### src/rtl/core_pkg.sv
// Shared definitions for the RV32 R-type core: sequencer state encoding,
// opcode/ALU constants and the R-type legality check.
package core_pkg;

  typedef enum logic [2:0] {
    ST_IDLE   = 3'd0,
    ST_FETCH  = 3'd1,
    ST_DECODE = 3'd2,
    ST_EXEC   = 3'd3,
    ST_WB     = 3'd4,
    ST_HALT   = 3'd5
  } state_e;

  localparam logic [6:0] OP_RTYPE   = 7'b0110011;
  localparam logic [3:0] ALU_MUL    = 4'b0110;
  localparam logic [6:0] FUNCT7_SUB = 7'd32;

  // Legality is judged here rather than trusting the decoder's output.
  function automatic logic is_illegal(input logic [31:0] instr);
    logic [2:0] f3;
    logic [6:0] f7;
    f3 = instr[14:12];
    f7 = instr[31:25];
    is_illegal = (instr[6:0] != OP_RTYPE) ||
                 (f3 == 3'b011) ||
                 ((f3 == 3'b000) && (f7 != 7'd0) && (f7 != FUNCT7_SUB));
  endfunction

endpackage

### src/rtl/exec_timer.sv
// 4-bit loadable down-counter used to stretch EXEC for multi-cycle units.
module exec_timer (
  input  logic       clk,
  input  logic       rst_n,
  input  logic       load,
  input  logic       dec,
  input  logic [3:0] load_value,
  output logic [3:0] value,
  output logic       zero
);

  logic [3:0] cnt_q;

  always_ff @(posedge clk or negedge rst_n) begin
    if (!rst_n) begin
      cnt_q <= 4'd0;
    end else if (load) begin
      cnt_q <= load_value;
    end else if (dec && (cnt_q != 4'd0)) begin
      cnt_q <= cnt_q - 4'd1;
    end
  end

  assign value = cnt_q;
  assign zero  = (cnt_q == 4'd0);

endmodule

### src/rtl/core_sequencer.sv
// Multi-cycle control sequencer: fetch, decode-check, timed EXEC, single-cycle
// register write, with a sticky halt on unsupported encodings.
module core_sequencer
  import core_pkg::*;
#(
  parameter logic [31:0] RESET_PC    = 32'h0000_0000,
  parameter int          MUL_LATENCY = 3
) (
  input  logic        clk,
  input  logic        rst_n,
  input  logic        enable,
  output logic        imem_req,
  output logic [31:0] imem_addr,
  input  logic        imem_ack,
  input  logic [31:0] imem_rdata,
  output logic [31:0] ir,
  input  logic [3:0]  dec_alu_control,
  input  logic        dec_write_en,
  output logic [3:0]  alu_control_q,
  output logic        alu_en,
  output logic        rf_we,
  output logic [31:0] pc,
  output logic [31:0] instret,
  output logic        halted,
  output logic        illegal
);

  localparam logic [3:0] MUL_LOAD = 4'(MUL_LATENCY - 1);

  state_e      state_q;
  logic        we_q;
  logic        timer_load;
  logic        timer_dec;
  logic [3:0]  timer_load_value;
  logic [3:0]  timer_value;
  logic        timer_zero;

  // The timer is armed while DECODE hands over to EXEC; non-MUL ops get 0.
  assign timer_load       = (state_q == ST_DECODE);
  assign timer_load_value = (dec_alu_control == ALU_MUL) ? MUL_LOAD : 4'd0;
  assign timer_dec        = (state_q == ST_EXEC) && !timer_zero;

  exec_timer u_exec_timer (
    .clk        (clk),
    .rst_n      (rst_n),
    .load       (timer_load),
    .dec        (timer_dec),
    .load_value (timer_load_value),
    .value      (timer_value),
    .zero       (timer_zero)
  );

  assign imem_addr = pc;

  // Sequencer state and its registered Moore outputs.
  always_ff @(posedge clk or negedge rst_n) begin
    if (!rst_n) begin
      state_q       <= ST_IDLE;
      pc            <= RESET_PC;
      ir            <= 32'd0;
      alu_control_q <= 4'd0;
      we_q          <= 1'b0;
      instret       <= 32'd0;
      imem_req      <= 1'b0;
      alu_en        <= 1'b0;
      rf_we         <= 1'b0;
      halted        <= 1'b0;
      illegal       <= 1'b0;
    end else begin
      case (state_q)
        ST_IDLE: begin
          if (enable) begin
            state_q  <= ST_FETCH;
            imem_req <= 1'b1;
          end
        end
        ST_FETCH: begin
          if (imem_ack) begin
            ir       <= imem_rdata;
            state_q  <= ST_DECODE;
            imem_req <= 1'b0;
          end
        end
        ST_DECODE: begin
          if (is_illegal(ir)) begin
            halted  <= 1'b1;
            illegal <= 1'b1;
            state_q <= ST_HALT;
          end else begin
            alu_control_q <= dec_alu_control;
            we_q          <= dec_write_en;
            alu_en        <= 1'b1;
            state_q       <= ST_EXEC;
          end
        end
        ST_EXEC: begin
          if (timer_value == 4'd0) begin
            alu_en  <= 1'b0;
            rf_we   <= we_q;
            state_q <= ST_WB;
          end
        end
        ST_WB: begin
          rf_we   <= 1'b0;
          pc      <= pc + 32'd4;
          instret <= instret + 32'd1;
          if (enable) begin
            state_q  <= ST_FETCH;
            imem_req <= 1'b1;
          end else begin
            state_q <= ST_IDLE;
          end
        end
        ST_HALT: begin
          state_q <= ST_HALT;
        end
        default: begin
          state_q  <= ST_HALT;
          halted   <= 1'b1;
          imem_req <= 1'b0;
          alu_en   <= 1'b0;
          rf_we    <= 1'b0;
        end
      endcase
    end
  end

endmodule

### config.mk
export PLATFORM = sky130hd
export DESIGN_NAME = core_sequencer
export DESIGN_NICKNAME = d
export VERILOG_FILES = /design/src/rtl/core_pkg.sv /design/src/rtl/exec_timer.sv /design/src/rtl/core_sequencer.sv
export SDC_FILE = /design/constraint.sdc
export NUM_CORES = 1
export LEC_CHECK = 0
export CORE_ASPECT_RATIO = 1.75
export CORE_MARGIN = 5
export CORE_UTILIZATION = 45
export CTS_CLUSTER_DIAMETER = 100
export DETAILED_ROUTE_END_ITERATION = 7
export PLACE_DENSITY = 0.79
export REMOVE_ABC_BUFFERS = 1
export SETUP_SLACK_MARGIN = 0.2
export SKIP_LAST_GASP = 1
export SLEW_MARGIN = 30
export SYNTH_ARGS = -nofsm -noshare
export SYNTH_HDL_FRONTEND = slang
export SYNTH_HIERARCHICAL = 1
export SYNTH_SLANG_ARGS = --single-unit
### constraint.sdc
create_clock -name clk -period 3.55 [get_ports clk]
set_input_delay 1.065 -clock clk [delete_from_list [all_inputs] [get_ports clk]]
set_output_delay 1.065 -clock clk [all_outputs]
set_load 0.01 [all_outputs]
==> flow_summary.yaml <==
global_routing:
  first_global_vias: 4191
  grt_use_total_pct: 18.1
  antenna_found_initial: 0
  grt_pass1_wl_um: 20900
  grt_max_degree: 53
  grt-ovfl-total: 0
clock_tree:
  numCtsBuffers: 9
  cts_sinks: 111
  clk_latency_ns: 0.34
  cts_setup_buffers: 0
  clockBufferDepth: 2
  cts_resized: 0
  cts_root_buffer: "clkbuf_16"
  holdBufCountCts: 0
  tritoncts: "done"
  clk_pin_slew_ns: 0.07
  cts_max_level: 3
finish:
  fin_cells: 733
  final_cell_mix: "clkdlybuf4s50_1 (172), dfrtp_1 (111), xnor2_1 (50)"
  nFillCells: 939
  drive_above_1_share_pct: 11.7
  nets: 637
  fin_area_mm2: 0.00713
  diodes: 0
  fin_util_pct: 62.3
  syn2layout_area_growth_pct: 37.3
  layout_commonest_cell: "clkdlybuf4s50_1"
route:
  antenna_left: 0
  drc: 0
  drt_wl_total_um: 12300
  first_pass_iters: 4
  routed_via_density: 5.32
  wl_per_cell_um: 16.8
  vias: 3901
  drt_iter0_drc: 104
die:
  core_mm2: 0.0115
  die_h_um: 152
  rows: 52
  initial_core_util_pct: 45.4
  ios: 178
  dieArea_mm2: 0.0139
  dieWidth_um: 91.2
place:
  gp_congestion: 0.760
  dpl-instance-area_mm2: 0.00684
  place_ws_ns: 0.875
  port_buffers: 173
  place_inst: 717
  dp_hpwl_um: 9370
timing:
  hold_viol: 0
  slew_violations: 0
  slew_headroom_pct: 46.8
  worst_hold_slack_ns: 0.478
  finalSetupTns_ns: 0
  clock-skew-final_ns: 0.00683
  rsz0062_at_grt: "no"
  worst_pin_slew_ns: 0.792
  fin_crit_sh_pct: 70.5
  fin_ws_ns: 1.05
  layout_min_cycle_time_ns: 2.50
  fmax_mhz: 400
  finalSetupViolCount: 0
worst_setup_path:
  worst-path-buf-inv: 0
  reg2reg_from: "state_q[0]$_DFFE_PN0P_"
  startpoint_type: "flip-flop"
  crit_path_cell_trace: "or3b_1 > nor4_4 > nand4_1 > xnor2_1"
  r2r_slack_ns: 1.05
  cp.arrival_ns: 2.76
  cp.required_ns: 3.81
  crit_path_top_delay_cell: "nor4_4"
  cp-end-kind: "flip-flop"
  critical-path-max-stage-delay_ns: 0.79
  crit_family: "simple AND/OR/NAND/NOR gates"
  worstPathMaxFanout: 15
  startpoint: "state_q[0]$_DFFE_PN0P_"
  worst-setup-path-type: "flip-flop to flip-flop"
flow_run:
  cap_viol_max_count: 0
pwr:
  totalPowerFinal_mw: 4.26
  leakage_nw: 2.98
  max-vdd-ir-drop_mv: 0.651
  p_per_area_mw_per_mm2: 598
synthesis:
  synth.distinct_cells: 50
  syn_inst: 446
  synth_seq_cells: 111
  yosys_warnings: 6
  seq_area_frac_synth_pct: 53.5
  dominantRegCellSynth: "dfrtp_1"
  synth_edf_count: 0
  avgSynthCellArea_um2: 11.7
  async_flop_share_pct: 100
  syn_area_mm2: 0.00520
worst_hold_path:
  hold_class: "flip-flop to flip-flop"
  min-delay-start: "instret[31]$_DFFE_PN0P_"
run_status:
  outcome: "complete, no violations"
[worst reg2reg max path, delay by kind of cell (launching register included)]
kind,cells,cell delay (ns)
and+or+nand+nor,3,1.64
DFF,1,0.55
xor gates and xnor gates,1,0.23
[power breakdown]
part	switching, mW	total, mW	internal, mW
clock	0.471	0.956	0.485
sequential	0.296	1.85	1.56
combinational	0.589	1.45	0.865
total	1.36	4.26	2.91
[Yosys cell counts, types with 2 or more instances]
| master | count | area (um^2) |
|---|---|---|
| nand4_1 | 26 | 163 |
| buf_4 | 35 | 263 |
| mux2_2 | 37 | 417 |
| and3_1 | 13 | 81.3 |
| and4_1 | 7 | 61.3 |
| nor4_1 | 4 | 25.0 |
| or3b_1 | 2 | 17.5 |
| and2_1 | 5 | 31.3 |
| nor3b_2 | 2 | 25.0 |
| o21bai_1 | 2 | 15.0 |
| dfrtp_1 | 111 | 2780 |
| buf_6 | 2 | 22.5 |
| a32o_1 | 2 | 20.0 |
| inv_1 | 10 | 37.5 |
| nor2_1 | 12 | 45.0 |
| clkbuf_1 | 10 | 37.5 |
| o211ai_1 | 2 | 15.0 |
| a21oi_1 | 4 | 20.0 |
| nor4bb_1 | 2 | 20.0 |
| xnor2_1 | 50 | 438 |
| o21ai_0 | 6 | 30.0 |
| ha_1 | 3 | 37.5 |
| buf_2 | 2 | 10.0 |
| xor2_1 | 10 | 87.6 |
| nand2_1 | 29 | 109 |
| nor3_1 | 14 | 70.1 |
| nand3_1 | 21 | 105 |
[cell families after synthesis]
logic type / count (synthesis) / share of synthesized area (%)
AND/OR/NAND/NOR: 151 / 17.2
flip-flops: 111 / 53.5
XOR/XNOR: 60 / 10.1
buffers and inverters: 59 / 7.13
multiplexers: 37 / 8.02
AO/OA/AOI/OAI: 24 / 3.32
adder cells (fa/ha/maj): 3 / 0.722
other: 1 / 0.0722
[path summary, 6_finish.rpt]
kind	to	cells past startpoint
max in group asynchronous	rf_we$_DFFE_PN0P_	2
min in group asynchronous	imem_addr[31]$_DFFE_PN0P_	1
min reg2reg	instret[31]$_DFFE_PN0P_	1
max reg2reg	instret[27]$_DFFE_PN0P_	4
min	instret[31]$_DFFE_PN0P_	1
max	instret[27]$_DFFE_PN0P_	4
[routing by layer]
| metal | global-route usage, % | up-vias | wire, um |
|---|---|---|---|
| met5 | 0 | - | 0 |
| met4 | 6.92 | 0 | 301 |
| met3 | 5.09 | 20 | 737 |
| met2 | 32.0 | 119 | 6790 |
| met1 | 20.2 | 1948 | 4490 |
| li1 | - | 1814 | - |
[area by class of cell]
type	count	area (um^2)	share of cell area, %
well taps	135	169	2.37
clock inverters	7	56.3	0.789
flip-flops and latches	111	2780	38.9
repair buffers	179	1790	25.1
clock buffers	9	225	3.16
multi-input cells	282	2080	29.2
inverters	10	37.5	0.526
[sequential cells by signal (all words and copies together) (netlist names)]
name,cells
alu_control_q,4
alu_en,1
halted,1
illegal,1
imem_addr,30
imem_req,1
instret,32
ir,32
rf_we,1
state_q,3
u_exec_timer/value,4
we_q,1
No activity file was read; power rests on OpenSTA's default activity.
